===== config.mk =====
export PLATFORM = sky130hd
export DESIGN_NAME = pc_seq_flat
export DESIGN_NICKNAME = d
export VERILOG_FILES = /design/src/rtl/pc_seq_pkg.sv /design/src/rtl/pc_seq_if.sv /design/src/rtl/pc_seq_tgt_table.sv /design/src/rtl/pc_seq.sv /design/src/flat_wrapper.sv
export SDC_FILE = /design/constraint.sdc
export NUM_CORES = 1
export LEC_CHECK = 0
export ABC_AREA = 1
export BUFFER_PORTS_ARGS = -buffer_cell sky130_fd_sc_hd__clkbuf_2
export CORE_MARGIN = 1.5
export CORE_UTILIZATION = 40
export DETAILED_ROUTE_END_ITERATION = 7
export HOLD_SLACK_MARGIN = 0.06
export PLACE_DENSITY = 0.69
export SYNTH_ARGS = -nofsm -noshare
export SYNTH_HDL_FRONTEND = slang
export SYNTH_SLANG_ARGS = --single-unit

===== constraint.sdc =====
create_clock -name clk -period 1.8 [get_ports clk]
set_clock_uncertainty 0.05 [all_clocks]
set_input_delay 0.09 -clock clk [delete_from_list [all_inputs] [get_ports clk]]
set_output_delay 0.09 -clock clk [all_outputs]
set_load 0.05 [all_outputs]

===== src/rtl/pc_seq_pkg.sv =====
// Shared types and constants for the program-counter sequencer:
// FSM state encoding, default widths and the branch-target table reset image.
package pc_seq_pkg;

  localparam int D_DEF = 10;
  localparam int N_TGT = 16;
  localparam int IDX_W = 4;

  typedef enum logic [1:0] {
    ST_IDLE = 2'd0,
    ST_RUN  = 2'd1,
    ST_HALT = 2'd2
  } state_t;

  // Power-on contents of the branch-target table.
  function automatic int unsigned tgt_reset_val(input int idx);
    case (idx)
      1:       return 11;
      2:       return 41;
      3:       return 99;
      4:       return 72;
      5:       return 87;
      default: return 0;
    endcase
  endfunction

endpackage


===== src/rtl/pc_seq_if.sv =====
// Control/status bundle of the sequencer; master drives control, slave is the sequencer.
interface pc_seq_if
  import pc_seq_pkg::*;
#(
  parameter int D = D_DEF
);

  logic             start;
  logic             stall;
  logic             jump_en;
  logic [IDX_W-1:0] jump_idx;
  logic             br_en;
  logic             br_taken;
  logic [7:0]       br_off;
  logic             halt_req;
  logic             cfg_we;
  logic [IDX_W-1:0] cfg_idx;
  logic [D-1:0]     cfg_data;
  logic [D-1:0]     pc;
  logic             fetch_valid;
  logic             done;
  logic [1:0]       state;

  modport master (
    output start, stall, jump_en, jump_idx, br_en, br_taken, br_off, halt_req,
           cfg_we, cfg_idx, cfg_data,
    input  pc, fetch_valid, done, state
  );

  modport slave (
    input  start, stall, jump_en, jump_idx, br_en, br_taken, br_off, halt_req,
           cfg_we, cfg_idx, cfg_data,
    output pc, fetch_valid, done, state
  );

endinterface


===== src/rtl/pc_seq_tgt_table.sv =====
// Branch-target register file: combinational read, synchronous write,
// reloaded with the package reset image on reset.
module tgt_table
  import pc_seq_pkg::*;
#(
  parameter int D = D_DEF,
  parameter int N = N_TGT
) (
  input  logic             clk,
  input  logic             reset,
  input  logic             we,
  input  logic [IDX_W-1:0] widx,
  input  logic [D-1:0]     wdata,
  input  logic [IDX_W-1:0] ridx,
  output logic [D-1:0]     rdata
);

  logic [D-1:0] mem [N];

  // NOTE: this array is reset on purpose -- the table must come up with known
  // targets, so it is built from flops rather than an inferred RAM.
  always_ff @(posedge clk) begin
    if (reset) begin
      for (int i = 0; i < N; i++) mem[i] <= D'(tgt_reset_val(i));
    end else if (we) begin
      mem[widx] <= wdata;
    end
  end

  // Read returns the pre-write value when reading the entry being written.
  assign rdata = mem[ridx];

endmodule


===== src/rtl/pc_seq.sv =====
// Program-counter sequencer: IDLE/RUN/HALT FSM with a prioritised next-PC mux
// (halt > stall > jump > taken branch > increment) and a writable target table.
module pc_seq
  import pc_seq_pkg::*;
#(
  parameter int D = D_DEF
) (
  input  logic     clk,
  input  logic     reset,
  pc_seq_if.slave  bus
);

  state_t       state_q;
  logic [D-1:0] pc_q;
  logic [D-1:0] tgt;
  logic [D-1:0] br_tgt;
  logic         cfg_ok;

  // Table may only be reprogrammed while the sequencer is not executing.
  assign cfg_ok = (state_q == ST_IDLE) || (state_q == ST_HALT);

  tgt_table #(.D(D), .N(N_TGT)) u_tgt (
    .clk   (clk),
    .reset (reset),
    .we    (bus.cfg_we && cfg_ok),
    .widx  (bus.cfg_idx),
    .wdata (bus.cfg_data),
    .ridx  (bus.jump_idx),
    .rdata (tgt)
  );

  // Sign-extend the 8-bit offset; the D-bit add wraps modulo 2^D.
  assign br_tgt = pc_q + D'($signed(bus.br_off));

  // NOTE: sequential state uses non-blocking assignments only, so every read
  // in this block sees the pre-edge value regardless of statement order.
  always_ff @(posedge clk) begin
    if (reset) begin
      state_q <= ST_IDLE;
      pc_q    <= '0;
    end else begin
      case (state_q)
        ST_IDLE, ST_HALT: begin
          if (bus.start) begin
            pc_q    <= '0;
            state_q <= ST_RUN;
          end
        end
        ST_RUN: begin
          if (bus.halt_req)                  state_q <= ST_HALT;
          else if (bus.stall)                pc_q    <= pc_q;
          else if (bus.jump_en)              pc_q    <= tgt;
          else if (bus.br_en && bus.br_taken) pc_q   <= br_tgt;
          else                               pc_q    <= pc_q + D'(1);
        end
        default: state_q <= ST_IDLE;
      endcase
    end
  end

  assign bus.pc          = pc_q;
  assign bus.state       = state_q;
  assign bus.fetch_valid = (state_q == ST_RUN) && !bus.stall;
  assign bus.done        = (state_q == ST_HALT);

endmodule

===== src/flat_wrapper.sv =====
// flat-port wrapper written by rule: the top's interface ports become plain ports
module pc_seq_flat import pc_seq_pkg::*;
#(
  parameter int D = D_DEF
)
  (clk, reset, bus_start, bus_stall, bus_jump_en, bus_jump_idx, bus_br_en, bus_br_taken, bus_br_off, bus_halt_req, bus_cfg_we, bus_cfg_idx, bus_cfg_data, bus_pc, bus_fetch_valid, bus_done, bus_state);
  pc_seq_if #(.D(D)) bus_i ();
  input  logic clk;
  input  logic reset;
  input wire logic [$bits(bus_i.start)-1:0] bus_start;
  input wire logic [$bits(bus_i.stall)-1:0] bus_stall;
  input wire logic [$bits(bus_i.jump_en)-1:0] bus_jump_en;
  input wire logic [$bits(bus_i.jump_idx)-1:0] bus_jump_idx;
  input wire logic [$bits(bus_i.br_en)-1:0] bus_br_en;
  input wire logic [$bits(bus_i.br_taken)-1:0] bus_br_taken;
  input wire logic [$bits(bus_i.br_off)-1:0] bus_br_off;
  input wire logic [$bits(bus_i.halt_req)-1:0] bus_halt_req;
  input wire logic [$bits(bus_i.cfg_we)-1:0] bus_cfg_we;
  input wire logic [$bits(bus_i.cfg_idx)-1:0] bus_cfg_idx;
  input wire logic [$bits(bus_i.cfg_data)-1:0] bus_cfg_data;
  output wire logic [$bits(bus_i.pc)-1:0] bus_pc;
  output wire logic [$bits(bus_i.fetch_valid)-1:0] bus_fetch_valid;
  output wire logic [$bits(bus_i.done)-1:0] bus_done;
  output wire logic [$bits(bus_i.state)-1:0] bus_state;
  assign bus_i.start = bus_start;
  assign bus_i.stall = bus_stall;
  assign bus_i.jump_en = bus_jump_en;
  assign bus_i.jump_idx = bus_jump_idx;
  assign bus_i.br_en = bus_br_en;
  assign bus_i.br_taken = bus_br_taken;
  assign bus_i.br_off = bus_br_off;
  assign bus_i.halt_req = bus_halt_req;
  assign bus_i.cfg_we = bus_cfg_we;
  assign bus_i.cfg_idx = bus_cfg_idx;
  assign bus_i.cfg_data = bus_cfg_data;
  assign bus_pc = bus_i.pc;
  assign bus_fetch_valid = bus_i.fetch_valid;
  assign bus_done = bus_i.done;
  assign bus_state = bus_i.state;
  pc_seq #(.D(D)) u_core (.clk(clk), .reset(reset), .bus(bus_i));
endmodule

==> summary.txt <==
Power
  – Max IR drop VDD: 0.682 mV
  – Pint: 6.99 mW
  – Comb pwr share: 0.102
  – Clock power share: 0.402
  – Share of power burned in registers: 0.496
  – Pleak: 4.28 nW
  – Sw Share: 0.240
  – Sw power: about 2.2 mW
  – Pwr dens: 908 nW/um^2

Worst setup path
  – Cells along the critical path: ha_2, fa_2, nand3_1, nand3_1, nand2_1, nand2_1, nand2_1, nand3_1, nand3_1, a21oi_1
  – Worst path slowest cell: fa_2
  – Largest fanout on the critical path: 3
  – Crit-path max cell delay: between 300 and 400 ps
  – CP delay by family, top: adder cells
  – Most frequent CP cell: nand3_1
  – CP bufs+invs: 0
  – CP required: 2080 ps
  – Crit path arrival time: 1940 ps
  – Critical path startpoint category: flop
  – CP Capture Type: flop
  – WS Path Type: reg2reg

Placement
  – Dpl cells: 1290
  – Placed cell areas: around 9500 um^2
  – Dpl hpwl: around 15000 um
  – IO buf count: 48
  – Gpl congestion: 0.868

Final layout
  – Post-Layout Cell Count: ~1300
  – Nets: 1084
  – Design Area, Final: 10100 um^2
  – Share of layout cells above drive strength 1: 0.168
  – Antenna diodes: 0
  – Layout Utilization: 0.485
  – P&R area growth vs syn: 19.5%

CTS
  – Setup bufs post-CTS: 0
  – Clk slew on worst S/H paths: around 60 ps
  – CTS tree: done
  – Clk_lat worst skew: roughly 440 ps
  – Root buffer cell: clkbuf_16
  – Longest Clk Path Bufs: 2
  – CTS sink count: approximately 170
  – Total CTS buffers: 17
  – H-tree depth: 4

Yosys
  – Synth warnings: 0
  – Post-Synthesis Cells: between 900 and 1000
  – Seq cells post-synth: 172
  – Synthesized Nets: 991
  – Netlist cell types: 29
  – Synthesized area: 8470 um^2
  – Syn_area_per_cell: ~9.0 um^2
  – Sequential share of the synthesized area: 0.596

Drt
  – WL final: 22200 um
  – Post-route DRC: 0
  – DRT Pass-1 Iters: 6
  – Vias: 6924
  – Initial DRC count: 850
  – Post-DRT Antenna Nets: 0
  – Vias/cell: 5.22
  – Wire length per cell: 16.8 um

Global routing
  – Largest net degree at the start of global routing: about 50
  – Global route overflow: 0
  – Total GRT Usage: 0.211
  – Global-route wire length before repair: 34700 um
  – Vias in the first global route: 6511
  – Initial antenna violation count: 0

Die
  – Die height: 149 um
  – Chip Width: 149 um
  – Core Rows: 53
  – Initial core utilization: 0.406
  – Top Ports: 49
  – Full die area: between 20000 and 25000 um^2
  – Core Area: 20900 um^2

Timing
  – Worst slew margin: 0.565
  – Hold WS: ~99 ps
  – Tcrit/Tclk final: 0.924
  – Worst-Margin Slew: around 650 ps
  – Final Max Slew Viols: 0
  – Min Tclk post-route: approximately 1700 ps
  – Final setup violation count: 0
  – RSZ-0062 raised after global routing: true
  – Final Hold Violating Endpoints: 0
  – Maximum clock rate: 601 MHz
  – Total negative slack: 0 ps

Min path
  – Tightest Hold Check Type: in2reg

Outcome
  – Status: finished clean

Run
  – Maxcap violations: 0
## placed cells by master, fill, tap and decap left out, drive strengths merged, types with 4 or more instances in the layout
cell type,instances
clkbuf,67
clkinv,7
dfxtp,12
dlygate4sd3,5
edfxtp,160
a21oi,17
ha,9
buf,75
nand3,146
nor2,184
o21ai,8
nand4,4
nand2,278
inv,61
o211ai,6
## flip-flops by register name, summed over array words and instances (netlist names)
| register | flops |
|---|---|
| u_core.bus.state | 2 |
| u_core.u_tgt.mem | 160 |
| u_core.bus.pc | 10 |
## through the flow
step,setup WS [ps],power (mW)
final,136,9.19
after global routing,-8.52,9.48
after CTS,82.3,9.21
after detailed placement,-133,5.56
after global placement,-121,5.54
after floorplan,-30.5,5.17
## cell type report
class | count | area, um^2
fillers | 1960 | 10800
flip-flops and latches | 172 | 5050
multi-input cells | 659 | 2880
repair buffers | 128 | 1030
clock buffers | 19 | 433
well taps | 275 | 344
inverters | 61 | 236
clock inverters | 13 | 150
## worst reg2reg max path: cells and delay by family (launching register included)
kind / cells / cell delay (ps)
adder cells (fa/ha/maj): 2 / 570
AO/OA/AOI/OAI: 1 / 60
flip-flops: 1 / 330
AND/OR/NAND/NOR: 7 / 550
## layer usage
metal,vias up,track usage,share of wire
met5,-,0,0
met4,0,0.0658,0.021
met3,41,0.0512,0.087
met2,314,0.336,0.47
met1,3259,0.284,0.42
li1,3310,-,-
## cell usage after synthesis
cell type	count	area share
nand4_1	4	0.0030
o21ai_0	8	0.0047
edfxtp_1	160	0.57
and2_1	1	0.00074
buf_1	1	0.00044
nor3_4	1	0.0019
a21oi_2	3	0.0031
nor2_1	182	0.081
a21oi_1	14	0.0083
or2_2	1	0.00074
nand3_1	146	0.086
nor2_4	1	0.0013
inv_2	8	0.0035
o21bai_1	1	0.00089
clkbuf_1	21	0.0093
nand2_1	278	0.12
buf_6	8	0.011
buf_8	1	0.0018
buf_2	15	0.0089
nor2_2	1	0.00074
inv_8	1	0.0013
dfxtp_1	12	0.028
ha_1	9	0.013
o211ai_1	6	0.0053
inv_1	52	0.023
nor3_2	1	0.0012
fa_1	1	0.0024
buf_4	8	0.0071
o22ai_1	1	0.00074
## power groups by stage
stage	registers, mW	logic (mW)	clock network, mW
after floorplan	4.65	0.518	0
after global placement	4.64	0.903	0
after detailed placement	4.64	0.920	0
after CTS	4.56	0.935	3.71
after global routing	4.57	1.03	3.88
final	4.56	0.942	3.69
## path summary, 6_finish.rpt
path	from	to	slack [ps]	cells past startpoint
worst max-delay path	u_core.bus.pc[0]	u_core.bus.pc[8]	140	10
worst min-delay path	bus_jump_en	u_core.bus.pc[8]	100	4
worst max register to register	u_core.bus.pc[0]	u_core.bus.pc[8]	140	10
worst min register to register	u_core.bus.pc[0]	u_core.bus.pc[0]	440	2
## timing repair
action                                 in CTS  in global routing
endpoints found under the hold margin      12                  0
resized for setup                           0                  3
setup endpoints to repair                   0                 21
hold buffers                                5                  0
## kinds of logic after synthesis
| group | synth area share |
|---|---|
| AO/OA/AOI/OAI | 0.0230 |
| adder cells (fa/ha/maj) | 0.0157 |
| AND/OR/NAND/NOR | 0.300 |
| buffers and inverters | 0.0660 |
| flip-flops | 0.596 |
No activity file was read; power rests on OpenSTA's default activity.
